==> src/rtl/branch_jump_target_unit_if.sv <==
// Decode-stage control-flow target bus: operands in from decode, registered
// targets and next PC out toward the PC-select logic.
interface branch_jump_target_unit_if;
    logic        in_valid;
    logic [31:0] extended_imm;
    logic [31:0] pc_plus_4_b;
    logic [31:0] instruction;
    logic [31:0] pc_plus_4_j;
    logic        branch_taken;
    logic        is_jump;
    logic [31:0] bta;
    logic [31:0] jump_address;
    logic [31:0] next_pc;
    logic        out_valid;

    modport master (
        output in_valid, extended_imm, pc_plus_4_b, instruction, pc_plus_4_j,
               branch_taken, is_jump,
        input  bta, jump_address, next_pc, out_valid
    );

    modport slave (
        input  in_valid, extended_imm, pc_plus_4_b, instruction, pc_plus_4_j,
               branch_taken, is_jump,
        output bta, jump_address, next_pc, out_valid
    );
endinterface

==> src/rtl/branch_jump_target_unit.sv <==
// Branch/jump target computation and next-PC selection, registered with a
// single-cycle latency so results align with the following pipeline stage.
module branch_jump_target_unit (
    input  logic                       clk,
    input  logic                       rst_n,
    branch_jump_target_unit_if.slave   bus
);

    // Word offset scaled to bytes; the add wraps modulo 2^32 by design.
    function automatic logic [31:0] branch_target(
        input logic        [31:0] pc_plus_4,
        input logic signed [31:0] imm
    );
        logic signed [31:0] byte_off;
        byte_off = imm <<< 2;
        return pc_plus_4 + $unsigned(byte_off);
    endfunction

    function automatic logic [31:0] jump_target(
        input logic [3:0]  pc_region,
        input logic [25:0] index
    );
        return {pc_region, index, 2'b00};
    endfunction

    logic signed [31:0] imm_p0;
    logic        [31:0] bta_d;
    logic        [31:0] jump_d;
    logic        [31:0] next_pc_d;

    logic        [31:0] bta_p1_q;
    logic        [31:0] jump_p1_q;
    logic        [31:0] next_pc_p1_q;
    logic               vld_p1_q;

    logic               unused_bits;
    assign unused_bits = ^{bus.instruction[31:26], bus.pc_plus_4_j[27:0]};

    assign imm_p0 = $signed(bus.extended_imm);

    always_comb begin
        bta_d     = branch_target(bus.pc_plus_4_b, imm_p0);
        jump_d    = jump_target(bus.pc_plus_4_j[31:28], bus.instruction[25:0]);
        next_pc_d = bus.pc_plus_4_b;
        if (bus.is_jump) begin
            next_pc_d = jump_d;
        end else if (bus.branch_taken) begin
            next_pc_d = bta_d;
        end
    end

    // ---- stage p0 -> p1 boundary ----
    always_ff @(posedge clk) begin
        if (!rst_n) begin
            bta_p1_q     <= 32'h0000_0000;
            jump_p1_q    <= 32'h0000_0000;
            next_pc_p1_q <= 32'h0000_0000;
            vld_p1_q     <= 1'b0;
        end else begin
            vld_p1_q <= bus.in_valid;
            if (bus.in_valid) begin
                bta_p1_q     <= bta_d;
                jump_p1_q    <= jump_d;
                next_pc_p1_q <= next_pc_d;
            end
        end
    end

    assign bus.bta          = bta_p1_q;
    assign bus.jump_address = jump_p1_q;
    assign bus.next_pc      = next_pc_p1_q;
    assign bus.out_valid    = vld_p1_q;

endmodule

==> src/flat_wrapper.sv <==
// flat-port wrapper written by rule: the top's interface ports become plain ports
module branch_jump_target_unit_flat 
  (clk, rst_n, bus_in_valid, bus_extended_imm, bus_pc_plus_4_b, bus_instruction, bus_pc_plus_4_j, bus_branch_taken, bus_is_jump, bus_bta, bus_jump_address, bus_next_pc, bus_out_valid);
  branch_jump_target_unit_if bus_i ();
  input  logic clk;
  input  logic rst_n;
  input wire logic [$bits(bus_i.in_valid)-1:0] bus_in_valid;
  input wire logic [$bits(bus_i.extended_imm)-1:0] bus_extended_imm;
  input wire logic [$bits(bus_i.pc_plus_4_b)-1:0] bus_pc_plus_4_b;
  input wire logic [$bits(bus_i.instruction)-1:0] bus_instruction;
  input wire logic [$bits(bus_i.pc_plus_4_j)-1:0] bus_pc_plus_4_j;
  input wire logic [$bits(bus_i.branch_taken)-1:0] bus_branch_taken;
  input wire logic [$bits(bus_i.is_jump)-1:0] bus_is_jump;
  output wire logic [$bits(bus_i.bta)-1:0] bus_bta;
  output wire logic [$bits(bus_i.jump_address)-1:0] bus_jump_address;
  output wire logic [$bits(bus_i.next_pc)-1:0] bus_next_pc;
  output wire logic [$bits(bus_i.out_valid)-1:0] bus_out_valid;
  assign bus_i.in_valid = bus_in_valid;
  assign bus_i.extended_imm = bus_extended_imm;
  assign bus_i.pc_plus_4_b = bus_pc_plus_4_b;
  assign bus_i.instruction = bus_instruction;
  assign bus_i.pc_plus_4_j = bus_pc_plus_4_j;
  assign bus_i.branch_taken = bus_branch_taken;
  assign bus_i.is_jump = bus_is_jump;
  assign bus_bta = bus_i.bta;
  assign bus_jump_address = bus_i.jump_address;
  assign bus_next_pc = bus_i.next_pc;
  assign bus_out_valid = bus_i.out_valid;
  branch_jump_target_unit u_core (.clk(clk), .rst_n(rst_n), .bus(bus_i));
endmodule
==> config.mk <==
export PLATFORM = sky130hd
export DESIGN_NAME = branch_jump_target_unit_flat
export DESIGN_NICKNAME = d
export VERILOG_FILES = /design/src/rtl/branch_jump_target_unit_if.sv /design/src/rtl/branch_jump_target_unit.sv /design/src/flat_wrapper.sv
export SDC_FILE = /design/constraint.sdc
export NUM_CORES = 1
export LEC_CHECK = 0
export CAP_MARGIN = 20
export CORE_AREA = 2 2 113 115
export CTS_BUF_LIST = sky130_fd_sc_hd__clkbuf_16
export DETAILED_ROUTE_END_ITERATION = 7
export DIE_AREA = 0 0 115 117
export HOLD_SLACK_MARGIN = 0.08
export PLACE_DENSITY_LB_ADDON = 0.3
export SYNTH_ARGS = -nofsm -noshare
export SYNTH_HDL_FRONTEND = slang
export SYNTH_SLANG_ARGS = --single-unit
==> constraint.sdc <==
create_clock -name clk -period 7.4 [get_ports clk]
set_clock_uncertainty 0.2 [all_clocks]
set_input_delay 1.48 -clock clk [delete_from_list [all_inputs] [get_ports clk]]
set_output_delay 1.48 -clock clk [all_outputs]
set_load 0.02 [all_outputs]
==> results of run 1 <==
sequential cells by signal, summed over array words and instances (netlist names):
name,flops
u_core.bus.next_pc,32
u_core.bus.bta,32
u_core.bus.jump_address,30
u_core.bus.out_valid,1
stage by stage:
stage / setup WS, ns / util, % / cell area, sq um / hold WS [ns] / total power (W)
2_1_floorplan: 3.78 / - / 5670 / 0.325 / 0.000880
3_3_place_gp: 2.98 / 61.9 / 7620 / 0.235 / 0.00109
3_5_place_dp: 2.90 / 61.9 / 7620 / 0.241 / 0.00110
4_1_cts: 3.26 / 64.1 / 7890 / 0.256 / 0.00153
5_1_grt: 2.98 / 64.1 / 7890 / 0.280 / 0.00160
6_report: 3.27 / 64.1 / 7890 / 0.250 / 0.00153
routing by layer:
| metal | GRT usage [%] | wire (um) | vias to the layer above |
|---|---|---|---|
| met2 | 48.5 | 8910 | 262 |
| met3 | 7.72 | 1650 | 56 |
| met4 | 15.0 | 922 | 0 |
| met5 | 0 | 0 | - |
| li1 | - | - | 2691 |
| met1 | 32.4 | 7400 | 2615 |
cells in the final DEF, fill, tap and decap left out, drive strengths merged, types with 4 or more instances in the layout:
cell / n
a21boi: 7
a21o: 9
a21oi: 52
a221oi: 5
a22o: 5
a31oi: 6
and2: 5
buf: 7
clkbuf: 9
clkdlybuf4s50: 189
clkinv: 5
dfxtp: 95
ha: 29
inv: 21
mux2i: 57
nand2: 52
nand2b: 5
nand3: 7
nand3b: 5
nand4: 4
nor2: 29
nor2b: 53
nor3: 11
nor4: 4
o211a: 5
o211ai: 12
o21a: 6
o21ai: 54
o221ai: 4
o22ai: 5
o31ai: 7
or3: 4
xnor2: 17
xor2: 8
power breakdown:
part	internal (W)	switching, W
clock network	0.000229	0.000211
logic	0.000234	0.000276
registers	0.000555	0.0000245
total	0.00102	0.000511
cells by family after synthesis:
group                      count (synthesis)
AOI/OAI and AO/OA                        202
and+or+nand+nor                          182
DFF                                       95
buffers and inverters                     62
muxes                                     59
adders and majority gates                 30
xor gates and xnor gates                  25
other                                      1
worst max-delay path, delay by kind of cell:
kind / cells / cell delay (ns)
AO/OA/AOI/OAI: 5 / 0.92
XOR/XNOR: 1 / 0.36
adder cells (fa/ha/maj): 2 / 0.64
buffers and inverters: 2 / 0.56
AND/OR/NAND/NOR: 2 / 0.26
path summary, 6_finish.rpt:
check                                         to  slack (ns)
max          u_core.bus.next_pc[18]$_SDFFE_PN0P_        3.27
min              u_core.bus.bta[26]$_SDFFE_PN0P_        0.25
max reg2reg  u_core.bus.next_pc[31]$_SDFFE_PN0P_        6.19
min reg2reg      u_core.bus.bta[26]$_SDFFE_PN0P_        0.25
final cells by class:
cell class,instances,area share [%]
multi-input cells,500,44.5
repair buffers,196,24.6
clock buffers,9,2.85
flip-flops and latches,95,24.1
clock inverters,7,0.603
inverters,19,0.904
well taps,150,2.38
==> results.json, run 1 <==
{
  "dieArea_sq_um": 13500,
  "drcViolationCount": 0,
  "io_pins": 230,
  "synthArstFlopShare_pct": 0,
  "die_w_um": 115,
  "p_leak_nw": 3.15,
  "endpoint_kind": "register",
  "synthSimpleGateAreaFrac_pct": 16.4,
  "synth_common_cells": "dfxtp_1, mux2i_1, nand2_1, nor2b_1, a21oi_1",
  "path_max_fanout": 7,
  "vias_per_cell": 5.76,
  "slew_violations": 0,
  "synth.most_common_cell": "dfxtp_1",
  "worstPathRequired_ns": 7.48,
  "crit_arrival_ns": 4.21,
  "rsz0062_at_grt": "no",
  "ctsHoldBuffers": 0,
  "synth.area.mux_share_pct": 10.5,
  "drv_cap": 0,
  "post-cts-setup-buffers": 0,
  "startpoint": "bus_pc_plus_4_b[2]",
  "yosys_register_bits": 95,
  "status": "finished, final reports clean",
  "critPathKind": "input pin to register",
  "synthCells": 656,
  "clk-insertion-delay-late_ns": 0.35,
  "whs_path_depth": 2,
  "finalCriticalPeriod_ns": 4.13,
  "synth_xor_area_share_pct": 3.86,
  "hold_class": "register to register",
  "grt_pass1_vias": 5608,
  "synth-edff-count": 0,
  "wire_per_inst_um": 19.3,
  "tritoncts": "built",
  "cp_cell_sequence": "clkdlybuf4s50_1, ha_1, inv_1, fa_1, nor2b_4, o211ai_2, a21boi_2, o31ai_4, o31ai_1, xor2_1, nand2_1, a21oi_1",
  "htree_levels": 3,
  "final_layout_size_suffix_gt1_share_pct": 4.96,
  "worst_pin_slew_ns": 0.932,
  "post-route-period-util_pct": 55.8,
  "ant_nets": 0,
  "ctsRootBufferMaster": "clkbuf_16",
  "cpMaxStageDelayCell": "clkdlybuf4s50_1",
  "timing.fmax_ghz": 0.242,
  "netlist_top_cells_area": "dfxtp_1, mux2i_1, ha_1",
  "clkSlewWorstSetupHoldPaths_ns": 0.07,
  "rr_worst_depth": 4,
  "synth_compound_area_share_pct": 24.4,
  "hold_start": "u_core.bus.bta[26]$_SDFFE_PN0P_",
  "yosys_warnings": 0,
  "numCtsBuffers": 9,
  "vias": 5624,
  "syn_to_final_growth_pct": 39.3,
  "rows": 41,
  "start_util_pct": 46.0,
  "first_pass_iters": 5,
  "fillers": 1075,
  "multi_input_area_sq_um": 3510,
  "avgSynthCellArea_sq_um": 8.64,
  "nets": 984,
  "synthDistinctLibCells": 65,
  "cts_resized": 0,
  "slew_headroom_pct": 37.9,
  "critPathMaxStageDelay_ns": 0.49,
  "synth_flop_cell": "dfxtp_1",
  "drtIter0Drc": 381,
  "yosysSeqAreaShare_pct": 33.6,
  "netlist.area_leader.share_pct": 33.6,
  "port_buffers": 191,
  "setup_tns_ns": 0,
  "hold_violations": 0,
  "grt_pass1_wl_um": 29300,
  "dp_hpwl_um": 14600,
  "gp_congestion": 0.937,
  "cp-start-kind": "input pin",
  "wl_um": 18900,
  "synth_fa_ha_area_share_pct": 6.76,
  "antenna_cells": 0,
  "netlist_area_sq_um": 5670,
  "grtUsageTotal_pct": 28.3,
  "antenna_found_initial": 0,
  "setup_viol": 0,
  "synth_top_family_by_area": "compound AO/OA/AOI/OAI gates",
  "ctsLongestPathBuffers": 2,
  "regToRegStartpoint": "u_core.bus.next_pc[31]$_SDFFE_PN0P_",
  "seq_area_sq_um": 1900,
  "cts_sinks": 95,
  "instances_no_fill": 976,
  "power_density_nw_per_um2": 194,
  "dpl.cell_count": 960,
  "overflow": 0,
  "die_y_um": 117,
  "core-area_sq_um": 12300,
  "ir_worst_vdd_mv": 0.108,
  "synth_top_area_cell": "dfxtp_1",
  "grt_max_degree": 77
}
No activity file was read; power rests on OpenSTA's default activity.
==> run 2, diff against run 1 <==
--- a/config.mk
+++ b/config.mk
@@ -6,10 +6,10 @@
 export NUM_CORES = 1
 export LEC_CHECK = 0
 export CAP_MARGIN = 20
-export CORE_AREA = 2 2 113 115
+export CORE_AREA = 2 2 123 125
 export CTS_BUF_LIST = sky130_fd_sc_hd__clkbuf_16
 export DETAILED_ROUTE_END_ITERATION = 7
-export DIE_AREA = 0 0 115 117
+export DIE_AREA = 0 0 125 127
 export HOLD_SLACK_MARGIN = 0.08
 export PLACE_DENSITY_LB_ADDON = 0.3
 export SYNTH_ARGS = -nofsm -noshare
==> constraint.sdc (replaced) <==
create_clock -name clk -period 3.74 [get_ports clk]
set_clock_uncertainty 0.2 [all_clocks]
set_input_delay 0.748 -clock clk [delete_from_list [all_inputs] [get_ports clk]]
set_output_delay 0.748 -clock clk [all_outputs]
set_load 0.02 [all_outputs]
==> results.json, run 2 (same netlist as run 1, synthesis figures left out) <==
{
  "status": "finished, final reports clean",
  "worstPathRequired_ns": 3.79,
  "rows": 44,
  "fillers": 1314,
  "syn_to_final_growth_pct": 41.7,
  "final_cell_mix": "clkdlybuf4s50_1, dfxtp_1, mux2i_1",
  "multi_input_area_sq_um": 3510,
  "regToRegStartpoint": "u_core.bus.next_pc[31]$_SDFFE_PN0P_",
  "crit_arrival_ns": 3.37,
  "seq_area_sq_um": 1900,
  "numCtsBuffers": 9,
  "overflow": 0,
  "timing.fmax_ghz": 0.301,
  "power.total_w": 0.00305,
  "vias_per_cell": 5.47,
  "wire_per_inst_um": 19.4,
  "final_common_cell": "clkdlybuf4s50_1",
  "worst_pin_slew_ns": 0.676,
  "r2r-end": "u_core.bus.next_pc[31]$_SDFFE_PN0P_",
  "hold_start": "u_core.bus.bta[30]$_SDFFE_PN0P_",
  "dieArea_sq_um": 15900,
  "grt_pass1_wl_um": 30500,
  "min_to": "u_core.bus.bta[30]$_SDFFE_PN0P_",
  "drv_cap": 0,
  "wl_um": 19800,
  "clkSlewWorstSetupHoldPaths_ns": 0.07,
  "rsz0062_at_grt": "no",
  "final_layout_size_suffix_gt1_share_pct": 6.21,
  "port_buffers": 191,
  "vias": 5587,
  "cts_resized": 0,
  "drtIter0Drc": 411,
  "cts_sinks": 95,
  "antenna_cells": 0,
  "nets": 995,
  "grtUsageTotal_pct": 24.6,
  "hold_class": "register to register",
  "finalCriticalPeriod_ns": 3.33,
  "power_density_nw_per_um2": 381,
  "critPathKind": "input pin to register",
  "io_pins": 230,
  "grt_pass1_vias": 5688,
  "dp_hpwl_um": 15100,
  "r2r_setup_slack_ns": 2.50,
  "p_leak_nw": 3.21,
  "ctsLongestPathBuffers": 2,
  "clk-insertion-delay-late_ns": 0.35,
  "slew_violations": 0,
  "post-route-period-util_pct": 88.9,
  "whs_path_depth": 2,
  "antenna_found_initial": 0,
  "ir_worst_vdd_mv": 0.217,
  "grt_max_degree": 79,
  "ctsHoldBuffers": 0,
  "htree_levels": 3,
  "gp_congestion": 0.898,
  "ctsRootBufferMaster": "clkbuf_16",
  "ant_nets": 0,
  "post-cts-setup-buffers": 0,
  "path_max_fanout": 7,
  "die_w_um": 125,
  "rr_worst_depth": 4,
  "die_y_um": 127,
  "tritoncts": "built",
  "hold_violations": 0,
  "drcViolationCount": 0,
  "endpoint_kind": "register",
  "cp-start-kind": "input pin",
  "start_util_pct": 39.3,
  "setup_viol": 0,
  "core-area_sq_um": 14400,
  "slew_headroom_pct": 54.9,
  "first_pass_iters": 4,
  "setup_tns_ns": 0
}
## run 2: changes by cell type in the layout (fill, tap and decap cells not counted)
cell    before  now
buf_12       0    1
buf_4        6   16
## run 2: worst max path at each step
| stage | startpoint | to | slack (ns) |
|---|---|---|---|
| 4_1_cts | bus_pc_plus_4_b[2] | u_core.bus.next_pc[16]$_SDFFE_PN0P_ | 0.41 |
| 6_report | bus_pc_plus_4_b[2] | u_core.bus.next_pc[16]$_SDFFE_PN0P_ | 0.41 |
| 3_3_place_gp | bus_pc_plus_4_b[2] | u_core.bus.next_pc[16]$_SDFFE_PN0P_ | 0.04 |
| 5_1_grt | bus_pc_plus_4_b[2] | u_core.bus.next_pc[16]$_SDFFE_PN0P_ | 0.23 |
| 3_5_place_dp | bus_pc_plus_4_b[2] | u_core.bus.next_pc[16]$_SDFFE_PN0P_ | 0.03 |
| 2_1_floorplan | bus_pc_plus_4_b[2] | u_core.bus.next_pc[28]$_SDFFE_PN0P_ | 0.85 |
## run 2: power by group
| part | total (W) | internal [W] | leakage (nW) | switching (W) |
|---|---|---|---|---|
| clock network | 0.000878 | 0.000453 | 0.139 | 0.000426 |
| logic | 0.00103 | 0.000477 | 2.29 | 0.000553 |
| registers | 0.00115 | 0.00110 | 0.786 | 0.0000489 |
## run 2: cell type report
type | instances | area share [%]
inverters | 19 | 0.888
multi-input cells | 500 | 43.8
well taps | 184 | 2.87
flip-flops and latches | 95 | 23.7
clock inverters | 7 | 0.592
repair buffers | 207 | 25.4
clock buffers | 9 | 2.81
## run 2: worst max-delay path, stage by stage
cell and delay (ns):
clkdlybuf4s50_1 0.43, ha_1 0.24, inv_1 0.08, fa_1 0.25, nor2b_4 0.06, o211ai_2 0.16, a21boi_2 0.10, o31ai_4 0.38
o21ai_0 0.15, a31oi_1 0.34, buf_4 0.17, mux2i_1 0.19, nor2_1 0.06
## run 2: per-stage QoR
step	hold slack, ns	instance area (sq um)	setup slack, ns	instances	util (%)
floorplan	0.325	5670	0.848	657	-
global placement	0.236	7750	0.0417	1005	53.8
detailed placement	0.244	7750	0.0277	1005	53.8
CTS	0.254	8030	0.414	1021	55.7
global route	0.303	8030	0.227	1021	55.7
finish	0.253	8030	0.414	1021	55.7
## run 2: per-layer routing
layer | global-route usage, % | up-vias | share of wire [%]
li1 | - | 2713 | -
met3 | 6.78 | 31 | 8.3
met4 | 10.3 | 0 | 2.7
met2 | 43.4 | 215 | 48
met5 | 0 | - | 0
met1 | 28.0 | 2628 | 41
==> run 3, diff against run 2 <==
--- a/config.mk
+++ b/config.mk
@@ -10,7 +10,7 @@
 export CTS_BUF_LIST = sky130_fd_sc_hd__clkbuf_16
 export DETAILED_ROUTE_END_ITERATION = 7
 export DIE_AREA = 0 0 125 127
-export HOLD_SLACK_MARGIN = 0.08
+export HOLD_SLACK_MARGIN = 0.06
 export PLACE_DENSITY_LB_ADDON = 0.3
 export SYNTH_ARGS = -nofsm -noshare
 export SYNTH_HDL_FRONTEND = slang
==> results of run 3 <==
Same layout as run 2: the final DEF is identical, and so are final timing and power.
